===== src/rtl/bit_serial_adder_if.sv =====
// -----------------------------------------------------------------------------
// bit_serial_adder_if
//   Request/result bundle for bit_serial_adder.
//
//   Handshake: the requester raises start with a, b and cin valid. The adder
//   accepts the request on a rising clk edge when it is not busy (IDLE or DONE
//   state). From acceptance until the result is ready busy stays high, and a
//   start seen while busy is ignored. done pulses for exactly one cycle when
//   sum/cout (and ovf) are valid. Those outputs then hold until the next
//   accepted start.
//
//   Signals
//     start      master->slave  request an addition
//     a, b       master->slave  operands, WIDTH bits
//     cin        master->slave  carry-in
//     busy       slave->master  addition in progress
//     done       slave->master  one-cycle result-valid pulse
//     sum        slave->master  registered result, WIDTH bits
//     cout       slave->master  registered carry out of bit WIDTH-1
//     ovf        slave->master  signed overflow (only with BIT_SERIAL_ADDER_OVF_EN)
//     dbg_state  slave->master  current FSM state for observation
// -----------------------------------------------------------------------------
interface bit_serial_adder_if #(
   parameter int WIDTH = 8
);
   logic             start;
   logic [WIDTH-1:0] a;
   logic [WIDTH-1:0] b;
   logic             cin;
   logic             busy;
   logic             done;
   logic [WIDTH-1:0] sum;
   logic             cout;
`ifdef BIT_SERIAL_ADDER_OVF_EN
   logic             ovf;
`endif
   logic [1:0]       dbg_state;

`ifdef BIT_SERIAL_ADDER_OVF_EN
   modport master (
      output start, a, b, cin,
      input  busy, done, sum, cout, ovf, dbg_state
   );
   modport slave (
      input  start, a, b, cin,
      output busy, done, sum, cout, ovf, dbg_state
   );
`else
   modport master (
      output start, a, b, cin,
      input  busy, done, sum, cout, dbg_state
   );
   modport slave (
      input  start, a, b, cin,
      output busy, done, sum, cout, dbg_state
   );
`endif
endinterface


===== src/rtl/bit_serial_adder.sv =====
// -----------------------------------------------------------------------------
// bit_serial_adder
//   Adds two WIDTH-bit operands plus a carry-in one bit per clock, LSB first.
//   There are three states. IDLE waits for start. SHIFT runs one full-add per
//   cycle for WIDTH cycles. DONE pulses done for one cycle. A start seen in
//   DONE goes straight back into SHIFT, so with start held high a new result
//   comes out every WIDTH+1 cycles.
//
//   Parameters
//     WIDTH  operand and sum width; must be at least 2
//
//   Ports
//     clk    rising-edge clock
//     rst    synchronous active-high reset
//     bus    bit_serial_adder_if.slave (start/a/b/cin in, busy/done/sum/cout
//            out, plus dbg_state)
//
//   Optional feature
//     Defining BIT_SERIAL_ADDER_OVF_EN adds bus.ovf, the signed overflow flag.
//     It is registered with the result and held with it.
// -----------------------------------------------------------------------------
module bit_serial_adder #(
   parameter int WIDTH = 8
) (
   input logic               clk,
   input logic               rst,
   bit_serial_adder_if.slave bus
);

   localparam int CNT_W = $clog2(WIDTH + 1);

   localparam logic [1:0] IDLE  = 2'd0;
   localparam logic [1:0] SHIFT = 2'd1;
   localparam logic [1:0] DONE  = 2'd2;

   localparam logic [CNT_W-1:0] LAST_CNT = CNT_W'(WIDTH - 1);

   logic [1:0]       state;
   logic [WIDTH-1:0] a_reg;
   logic [WIDTH-1:0] b_reg;
   logic [WIDTH-1:0] sum_reg;
   logic             carry_reg;
   logic             cout_reg;
   logic [CNT_W-1:0] cnt;
`ifdef BIT_SERIAL_ADDER_OVF_EN
   logic             ovf_reg;
`endif

   logic s_bit;
   logic c_bit;
   logic accept;

   // Full adder on the current LSBs and the running carry.
   assign s_bit = a_reg[0] ^ b_reg[0] ^ carry_reg;
   assign c_bit = (a_reg[0] & b_reg[0]) | (a_reg[0] & carry_reg) | (b_reg[0] & carry_reg);

   // A request is taken whenever the engine is not shifting.
   assign accept = bus.start && ((state == IDLE) || (state == DONE));

   always_ff @(posedge clk) begin
      if (rst) begin
         state     <= IDLE;
         a_reg     <= '0;
         b_reg     <= '0;
         sum_reg   <= '0;
         carry_reg <= 1'b0;
         cout_reg  <= 1'b0;
         cnt       <= '0;
`ifdef BIT_SERIAL_ADDER_OVF_EN
         ovf_reg   <= 1'b0;
`endif
      end else if (accept) begin
         // sum_reg is left alone here. The old bits are shifted out during
         // SHIFT, so the previous result stays visible until then.
         a_reg     <= bus.a;
         b_reg     <= bus.b;
         carry_reg <= bus.cin;
         cnt       <= '0;
         state     <= SHIFT;
      end else begin
         case (state)
            SHIFT: begin
               sum_reg   <= {s_bit, sum_reg[WIDTH-1:1]};
               a_reg     <= a_reg >> 1;
               b_reg     <= b_reg >> 1;
               carry_reg <= c_bit;
               cnt       <= cnt + CNT_W'(1);
               if (cnt == LAST_CNT) begin
                  // On the MSB step, carry_reg is the carry into bit WIDTH-1
                  // and c_bit is the carry out of it.
                  cout_reg <= c_bit;
`ifdef BIT_SERIAL_ADDER_OVF_EN
                  ovf_reg  <= carry_reg ^ c_bit;
`endif
                  state    <= DONE;
               end
            end
            default: state <= IDLE;  // IDLE or DONE without start
         endcase
      end
   end

   assign bus.busy      = (state == SHIFT);
   assign bus.done      = (state == DONE);
   assign bus.sum       = sum_reg;
   assign bus.cout      = cout_reg;
   assign bus.dbg_state = state;
`ifdef BIT_SERIAL_ADDER_OVF_EN
   assign bus.ovf       = ovf_reg;
`endif

endmodule


===== src/flat_wrapper.sv =====
// flat-port wrapper written by rule: the top's interface ports become plain ports
module bit_serial_adder_flat 
#(
   parameter int WIDTH = 8
)
  (clk, rst, bus_start, bus_a, bus_b, bus_cin, bus_busy, bus_done, bus_sum, bus_cout, bus_dbg_state);
  bit_serial_adder_if #(.WIDTH(WIDTH)) bus_i ();
  input logic clk;
  input logic rst;
  input wire logic [$bits(bus_i.start)-1:0] bus_start;
  input wire logic [$bits(bus_i.a)-1:0] bus_a;
  input wire logic [$bits(bus_i.b)-1:0] bus_b;
  input wire logic [$bits(bus_i.cin)-1:0] bus_cin;
  output wire logic [$bits(bus_i.busy)-1:0] bus_busy;
  output wire logic [$bits(bus_i.done)-1:0] bus_done;
  output wire logic [$bits(bus_i.sum)-1:0] bus_sum;
  output wire logic [$bits(bus_i.cout)-1:0] bus_cout;
  output wire logic [$bits(bus_i.dbg_state)-1:0] bus_dbg_state;
  assign bus_i.start = bus_start;
  assign bus_i.a = bus_a;
  assign bus_i.b = bus_b;
  assign bus_i.cin = bus_cin;
  assign bus_busy = bus_i.busy;
  assign bus_done = bus_i.done;
  assign bus_sum = bus_i.sum;
  assign bus_cout = bus_i.cout;
  assign bus_dbg_state = bus_i.dbg_state;
  bit_serial_adder #(.WIDTH(WIDTH)) u_core (.clk(clk), .rst(rst), .bus(bus_i));
endmodule

===== config.mk =====
export PLATFORM = sky130hd
export DESIGN_NAME = bit_serial_adder_flat
export DESIGN_NICKNAME = d
export VERILOG_FILES = /design/src/rtl/bit_serial_adder_if.sv /design/src/rtl/bit_serial_adder.sv /design/src/flat_wrapper.sv
export SDC_FILE = /design/constraint.sdc
export NUM_CORES = 1
export LEC_CHECK = 0
export ABC_CLOCK_PERIOD_IN_PS = 2200
export BUFFER_PORTS_ARGS = -buffer_cell sky130_fd_sc_hd__buf_2
export CAP_MARGIN = 20
export CORE_AREA = 2 2 52 54
export DETAILED_ROUTE_END_ITERATION = 16
export DIE_AREA = 0 0 54 56
export PLACE_DENSITY = 0.82
export SYNTH_ARGS = -nofsm -noshare
export SYNTH_HDL_FRONTEND = slang
export SYNTH_SLANG_ARGS = --single-unit

===== constraint.sdc =====
create_clock -name clk -period 2.2 [get_ports clk]
set_input_delay 0.22 -clock clk [delete_from_list [all_inputs] [get_ports clk]]
set_output_delay 0.22 -clock clk [all_outputs]
set_load 0.01 [all_outputs]

### After elaboration in Yosys (flattened, before gate mapping)

Cells that the tools add are included.

| cells by class | value |
|---|---|
| add/sub/neg operators | 1 |
| equality and inequality tests | 4 |
| mux-type cells | 9 |
| bitwise logic cells | 9 |
| reductions and logical operators | 8 |

Operator list:

| kind | number |
|---|---|
| 2-to-1 mux 8 bit | 4 |
| 2-to-1 mux 1 bit | 5 |
| adder 4 x 1 -> 4 bit, second input constant | 1 |
| equality test 4 x 3 -> 1 bit, second input constant | 1 |
| AND 1 bit | 3 |
| inequality test 3 x 1 -> 1 bit, second input constant | 1 |
| AND reduction 3 bit | 1 |
| OR reduction 3 bit | 1 |
| equality test 2 x 1 -> 1 bit, second input constant | 1 |
| equality test 2 bit, second input constant | 1 |
| zero test 2 bit | 1 |
| inverter 1 bit | 2 |
| bitwise OR 1 bit | 2 |
| AND reduction 2 bit | 1 |
| nonzero test 2 bit | 1 |
| OR reduction 2 bit | 1 |
| XOR 1 bit | 2 |
| logical AND 1 bit | 1 |
| logical OR 1 bit | 1 |

| storage, ports and cells | value |
|---|---|
| bits in registers | 32 |
| input bits | 20 |
| output and inout port bits | 13 |
| word-level logic and storage cells | 39 |

### Longest topological paths before layout

Gate-level depths: netlist of the first run.

| depth | value |
|---|---|
| word-level depth | 5 |
| mapped depth | 5 |

### Worst setup path before layout of the first run

OpenSTA, ideal clock, no wires.

| timing path | value |
|---|---|
| kind | register to register |
| start | reg u_core.state[0] (netlist: u_core.bus.dbg_state[0]) |
| end | reg u_core.cout_reg (netlist: u_core.bus.cout) |
| library setup time | 71 ps |
| data arrival time | 1102 ps |
| data required time | 2129 ps |
| setup slack | 1028 ps |
| stages on the path, launching flop included | 5 |
| path buffers | 1 |
| cell sequence | dfxtp_1 nand2b_2 buf_6 or3_1 a21oi_1 |

| between the ends | value |
|---|---|
| longest elaborated chain between the ends | 5 |

Ends and longest elaborated chain:

| what | RTL line | text |
|---|---|---|
| start: declaration | bit_serial_adder.sv:38 | `logic [1:0] state;` |
| start signal: assignment | bit_serial_adder.sv:62 | `state <= IDLE;` |
| start signal: assignment | bit_serial_adder.sv:79 | `state <= SHIFT;` |
| start signal: assignment | bit_serial_adder.sv:95 | `state <= DONE;` |
| equality test 2 bit or zero test 2 bit (tied branches) | bit_serial_adder.sv:58 | `assign accept = bus.start && ((state == IDLE) \|\| (state == DONE));` |
| logical OR 1 bit | bit_serial_adder.sv:58 |  |
| logical AND 1 bit | bit_serial_adder.sv:58 |  |
| inverter 1 bit (no line) | n/a |  |
| AND reduction 3 bit (no line) (*) | n/a |  |
| end signal: assignment | bit_serial_adder.sv:91 | `cout_reg <= c_bit;` |
| end: declaration | bit_serial_adder.sv:43 | `logic cout_reg;` |

Mark *: on every way between the ends. The rest lies on a longest branch, timed or not.
A chain may end at the register's enable or synchronous reset.

### Worst setup path in the final report of the first run

| timing path | value |
|---|---|
| start | reg u_core.state[1] (netlist: u_core.bus.dbg_state[1]) |
| end | out bus_busy |

| between the ends | value |
|---|---|
| longest elaborated chain between the ends | 1 |

Ends and longest elaborated chain:

| what | RTL line | text |
|---|---|---|
| equality test 2 x 1 -> 1 bit | bit_serial_adder.sv:103 | `assign bus.busy = (state == SHIFT);` |
| end: declaration | flat_wrapper.sv:14 | `output wire logic [$bits(bus_i.busy)-1:0] bus_busy;` |

Every way passes these cells.

==> results of run 1 <==
-- metal layers --
metal	wire [µm]	global-route usage [%]	share of wire, %
met5	0	0	0
met4	29	8.57	1.1
met3	173	6.18	6.7
met2	1250	30.8	48
met1	1150	22.0	44
-- cells by family (layout without fill, tap and decap cells) --
family | after synthesis | after routing
simple gates | 63 | 63
compound gates | 32 | 32
flops | 32 | 32
buf+inv | 14 | 45
fa+ha+maj | 2 | 2
xor+xnor | 2 | 2
mux | 2 | 2
-- layout make-up --
class / count / area share (%)
sequential: 32 / 43.0
multi-input combinational: 101 / 37.6
timing repair buffer: 35 / 12.3
clock buffer: 6 / 3.45
tap: 30 / 2.52
clock inverter: 2 / 0.672
inverter: 2 / 0.504
-- tightest hold or removal path: cells and delay by family --
family                 cells  cell delay, ns
AOI/OAI and AO/OA          1            0.05
and+or+nand+nor            1            0.04
buffers and inverters      1            0.09
-- where the power goes --
part / leakage (nW) / total [W] / switching [W] / internal, W
clock: 0.0380 / 0.000335 / 0.000183 / 0.000152
sequential: 0.262 / 0.000634 / 0.0000211 / 0.000613
combinational: 0.305 / 0.000150 / 0.0000875 / 0.0000624
-- placed cells by master (no fill, tap or decap), drive strengths merged, types with 3 or more instances in the layout --
| master | netlist | routed |
|---|---|---|
| a22oi | 3 | 3 |
| nor3 | 23 | 23 |
| a21oi | 14 | 14 |
| nand2 | 23 | 23 |
| o22ai | 9 | 9 |
| nor2 | 4 | 4 |
| dfxtp | 32 | 32 |
| buf | 9 | 35 |
| nand3 | 5 | 5 |
| clkbuf | 3 | 6 |
| a311oi | 3 | 3 |
-- through the flow --
stage | hold slack, ns | setup slack (ns) | instance area [µm²] | cells
after floorplan | 0.292 | 1.03 | 1270 | 147
after global placement | 0.441 | 0.848 | 1430 | 200
after detailed placement | 0.456 | 0.758 | 1430 | 200
after CTS | 0.126 | 0.503 | 1490 | 208
after global routing | 0.130 | 0.404 | 1490 | 208
final | 0.137 | 0.522 | 1490 | 208
-- worst paths after layout --
path | startpoint | endpoint | slack (ns)
min | bus_b[7] | u_core.b_reg[7] | 0.14
max reg2reg | u_core.bus.dbg_state[0] | u_core.b_reg[2] | 0.74
max | u_core.bus.dbg_state[1] | bus_busy | 0.52
min reg2reg | u_core.bus.sum[0] | u_core.bus.sum[0] | 0.47
==> run metrics, run 1 <==
ratio of cells with drive above 1 in the final layout 25.3%; Setup violations, final 0; Post-Synth Adder-Cell Area 2.55%; crit path cell chain nand2b_2 > inv_2 > buf_2; CP max-delay cell inv_2; largest net degree at the start of global routing 33; post-synthesis xor/xnor area fraction 1.37%; CP max stage delay 0.37 ns; outcome complete, no violations; critical path depth 3; Worst Skew approximately 0.007 ns; Resized cells post-CTS 0; GR Util All Layers 19.0%; DR vias between 1,000 and 1,500; Initial Util 52.4%; peak supply drop between 0.0004 and 0.0005 V; Worst EP required 1.98 ns; # DRC 0; vias per std cell 5.52; DR WL/cell 12.5 µm; die area 3020 µm²; WL final 2590 µm; vias in the first global route approximately 1,000; Critical path buffers and inverters 2; Final period util 76.3%; post-synthesis sequential area ratio 50.2%; CP endpoint kind output port; CTS Hold Bufs 0; Hold Path Stages 3; achievable frequency slightly below 600 MHz; power density over cell area 752 nW/µm²; FFs w/ async S/R, synth 0%; total power 0.00112 W; Layout Utilization 61.2%; synthesized area per cell 8.67 µm²; Area Growth Syn to Fin 16.8%; most numerous cell in the Yosys netlist dfxtp_1; synth cell count leaders dfxtp_1, nand2_1, nor3_1; Final TNS setup 0 ns; Post-Syn Nets 169; top cells by area, synth dfxtp_1, nor3_1, nand2_1; Max-Slew Margin vs Limit a little under three fifths; cell taking the most area after synthesis dfxtp_1; Yosys warnings 0; Root Buffer clkbuf_4; Yosys reg bits 32; Max Fanout on Critical Path 28; Synth Area in Compound Gates 15.1%; Post-Syn Instances 147; TritonCTS clock tree done; Final min period 1.68 ns; Clock Latency Late Sink 0.32 ns; Critical Setup Path Class reg -> out; startpoint type of the worst setup path flop; drt initial violations 25; Hold WC Path Type in -> reg; Die X around 54 µm; Row Count 18; FF/Latch Area around 640 µm²; clk sinks 32; simple logic cell fraction of the synthesized area 23.3%; top-area cell type share of the netlist area 50.2%; Final Hold Viols 0; NumNets Final 199; Setup Buffers After CTS 0; GR Overflow Total 0; PortBufs 32; Worst-Margin Slew 0.648 ns; RSZ-0062 raised after global routing false; io pins 33; area of the multi-input gates 559 µm²; largest family of logic cells by synthesized area simple AND/OR/NAND/NOR gates; CTS max path bufs 2; H-tree level count 2; fillers between 200 and 250; Post-synth EDFFs 0; Worst-path clk slew ~0.090 ns; mux contribution to synthesized area 1.57%; Crit path max-delay family buffers and inverters; ANT cells 0; DRT Pass-1 Iters 5; Leak ~0.61 nW; routability congestion estimate from global placement ~0.73; die height 56 µm; Slew Limit Fails 0; DRT antenna net count 0; Arr. time, crit path between 1 and 1.5 ns; Synth cell types 27; Reg2Reg Depth 3; initial antenna violation count 0; area of the mapped netlist 1270 µm²; DP Wirelength about 1800 µm; maxcap violations 0; first-pass GRT wire length 4240 µm; CTS Buf Count 5; ys flop type dfxtp_1; Std-Cell Core Area 2430 µm²
Power figures use the tool's default switching activity.
==> run 2: changes to the inputs <==
--- a/config.mk
+++ b/config.mk
@@ -5,13 +5,13 @@
 export SDC_FILE = /design/constraint.sdc
 export NUM_CORES = 1
 export LEC_CHECK = 0
-export ABC_CLOCK_PERIOD_IN_PS = 2200
+export ABC_CLOCK_PERIOD_IN_PS = 1650
 export BUFFER_PORTS_ARGS = -buffer_cell sky130_fd_sc_hd__buf_2
 export CAP_MARGIN = 20
-export CORE_AREA = 2 2 52 54
+export CORE_AREA = 2 2 53 55
 export DETAILED_ROUTE_END_ITERATION = 16
-export DIE_AREA = 0 0 54 56
-export PLACE_DENSITY = 0.82
+export DIE_AREA = 0 0 55 57
+export PLACE_DENSITY = 0.79
 export SYNTH_ARGS = -nofsm -noshare
 export SYNTH_HDL_FRONTEND = slang
 export SYNTH_SLANG_ARGS = --single-unit
==> constraint.sdc (replaced) <==
create_clock -name clk -period 1.65 [get_ports clk]
set_input_delay 0.165 -clock clk [delete_from_list [all_inputs] [get_ports clk]]
set_output_delay 0.165 -clock clk [all_outputs]
set_load 0.01 [all_outputs]
==> run metrics, run 2 (synthesis gave the netlist of run 1 again) <==
outcome complete, no violations; Leak 0.599 nW (-0.98%); GR Util All Layers 18.6% (-0.38 points); total power 0.00150 W (+34%); DP Wirelength 1800 µm (-0.98%); Worst-path clk slew 0.08 ns (about the same); DRT Pass-1 Iters 4 (-1); fillers 250 (+12%); Worst-Margin Slew 0.548 ns (-0.101 ns); CP max stage delay 0.33 ns (-0.04 ns); Crit path max-delay family buffers and inverters; Slew Limit Fails 0 (unchanged); Max-Slew Margin vs Limit 63.5% (+6.7 points); CTS max path bufs 2 (unchanged); CP endpoint kind output port; Arr. time, crit path 1.33 ns (-0.13 ns); clk sinks 32 (unchanged); io pins 33 (unchanged); Max Fanout on Critical Path 28 (unchanged); H-tree level count 2 (unchanged); CP max-delay cell dfxtp_1; Area Growth Syn to Fin 16.9% (about the same); DR WL/cell 12.5 µm (about the same); ratio of cells with drive above 1 in the final layout 24.2% (-1.1 points); PortBufs 32 (unchanged); Final Instance Area 1490 µm² (about the same); most frequent cells in the layout buf_2, dfxtp_1, nand2_1, nor3_1, a21oi_1; die height 57 µm (+1.8%); Std-Cell Core Area 2620 µm² (+7.5%); first-pass GRT wire length 4200 µm (-0.97%); crit path cell chain nand2b_2 > inv_4 > buf_2; Setup Buffers After CTS 0 (unchanged); CTS Hold Bufs 0 (unchanged); routability congestion estimate from global placement 0.701 (-4.1%); power density over cell area 1010 nW/µm² (+34%); vias in the first global route 1,015 (-1.5%); Setup violations, final 0 (unchanged); RSZ-0062 raised after global routing false; Final min period 1.50 ns; Clock Latency Late Sink 0.33 ns (about the same); Final period util about 91%; Root Buffer clkbuf_4; Layout Utilization 57.0% (-4.2 points); Row Count 19 (+1); CTS Buf Count 5 (unchanged); initial antenna violation count 0 (unchanged); peak supply drop 0.000716 V (+44%); Cell Area, Placed 1430 µm² (about the same); final hold slack 0.0906 ns (-0.0461 ns); Worst Skew 0.0101 ns (+0.00289 ns); ANT cells 0 (unchanged); DR vias 1,136 (-1.1%); Critical Setup Path Class reg -> out; TritonCTS clock tree done; Die X 55 µm (+1.9%); Final Hold Viols 0 (unchanged); vias per std cell 5.44 (-1.6%); Critical path buffers and inverters 2 (unchanged); achievable frequency around 670 MHz; GR Overflow Total 0 (unchanged); drt initial violations 26 (+4.0%); # DRC 0 (unchanged); Reg2Reg Setup Slack 0.30 ns (-0.44 ns); maxcap violations 0 (unchanged); Resized cells post-CTS 1 (+1); startpoint type of the worst setup path flop; Hold WC Path Type in -> reg; die area 3140 µm² (+3.7%); WL final 2610 µm (+0.50%); largest net degree at the start of global routing 33 (unchanged); Initial Util 48.8% (-3.7 points); NumNets Final 199 (unchanged); Final TNS setup 0 ns (unchanged); DRT antenna net count 0 (unchanged); Worst EP required 1.48 ns (-0.50 ns)
[run 2: cell types whose count changed in the layout (fill, tap and decap cells not counted), sizes merged]
cell	delta
clkbuf	+2
clkinv	-2
[run 2: path summary, 6_finish.rpt]
check                               start                end  depth (start not counted)
setup / recovery  u_core.bus.dbg_state[1]           bus_busy                          3
hold / removal                   bus_b[7]    u_core.b_reg[7]                          3
setup reg to reg  u_core.bus.dbg_state[1]    u_core.b_reg[5]                          4
hold reg to reg         u_core.bus.sum[0]  u_core.bus.sum[0]                          2
[run 2: cell type report]
cell class / instances / area (µm²) / share of cell area (%)
timing repair buffer: 35 / 183 / 12.3
inverter: 2 / 10.0 / 0.672
tap: 31 / 38.8 / 2.60
clock buffer: 8 / 58.8 / 3.95
multi-input combinational: 101 / 559 / 37.5
sequential: 32 / 641 / 43.0
[run 2: per-layer routing]
metal / up-vias / GRT usage (%) / part of all wire (%)
met4: 0 / 6.27 / 1.8
met5: - / 0 / 0
met2: 24 / 30.4 / 50
met1: 531 / 21.4 / 43
li1: 575 / - / -
met3: 6 / 7.85 / 5.4
[run 2: stage by stage]
stage	std cells	setup slack [ns]
2_1_floorplan	147	0.478
4_1_cts	209	0.135
5_1_grt	209	0.0451
3_3_place_gp	201	0.350
6_report	209	0.150
3_5_place_dp	201	0.207
[run 2: worst reg2reg max path: cells and delay by family (launching register included)]
family | cells | cell delay [ns]
and+or+nand+nor | 2 | 0.31
DFF | 1 | 0.35
buffers and inverters | 1 | 0.29
AOI/OAI and AO/OA | 1 | 0.30
[run 2: report_power, final]
| part | switching [W] | internal, W | total [W] | leakage [nW] |
|---|---|---|---|---|
| Sequential | 0.0000285 | 0.000818 | 0.000846 | 0.262 |
| Combinational | 0.000117 | 0.0000839 | 0.000201 | 0.305 |
| Clock | 0.000242 | 0.000210 | 0.000452 | 0.0326 |
| Total | 0.000387 | 0.00111 | 0.00150 | 0.599 |
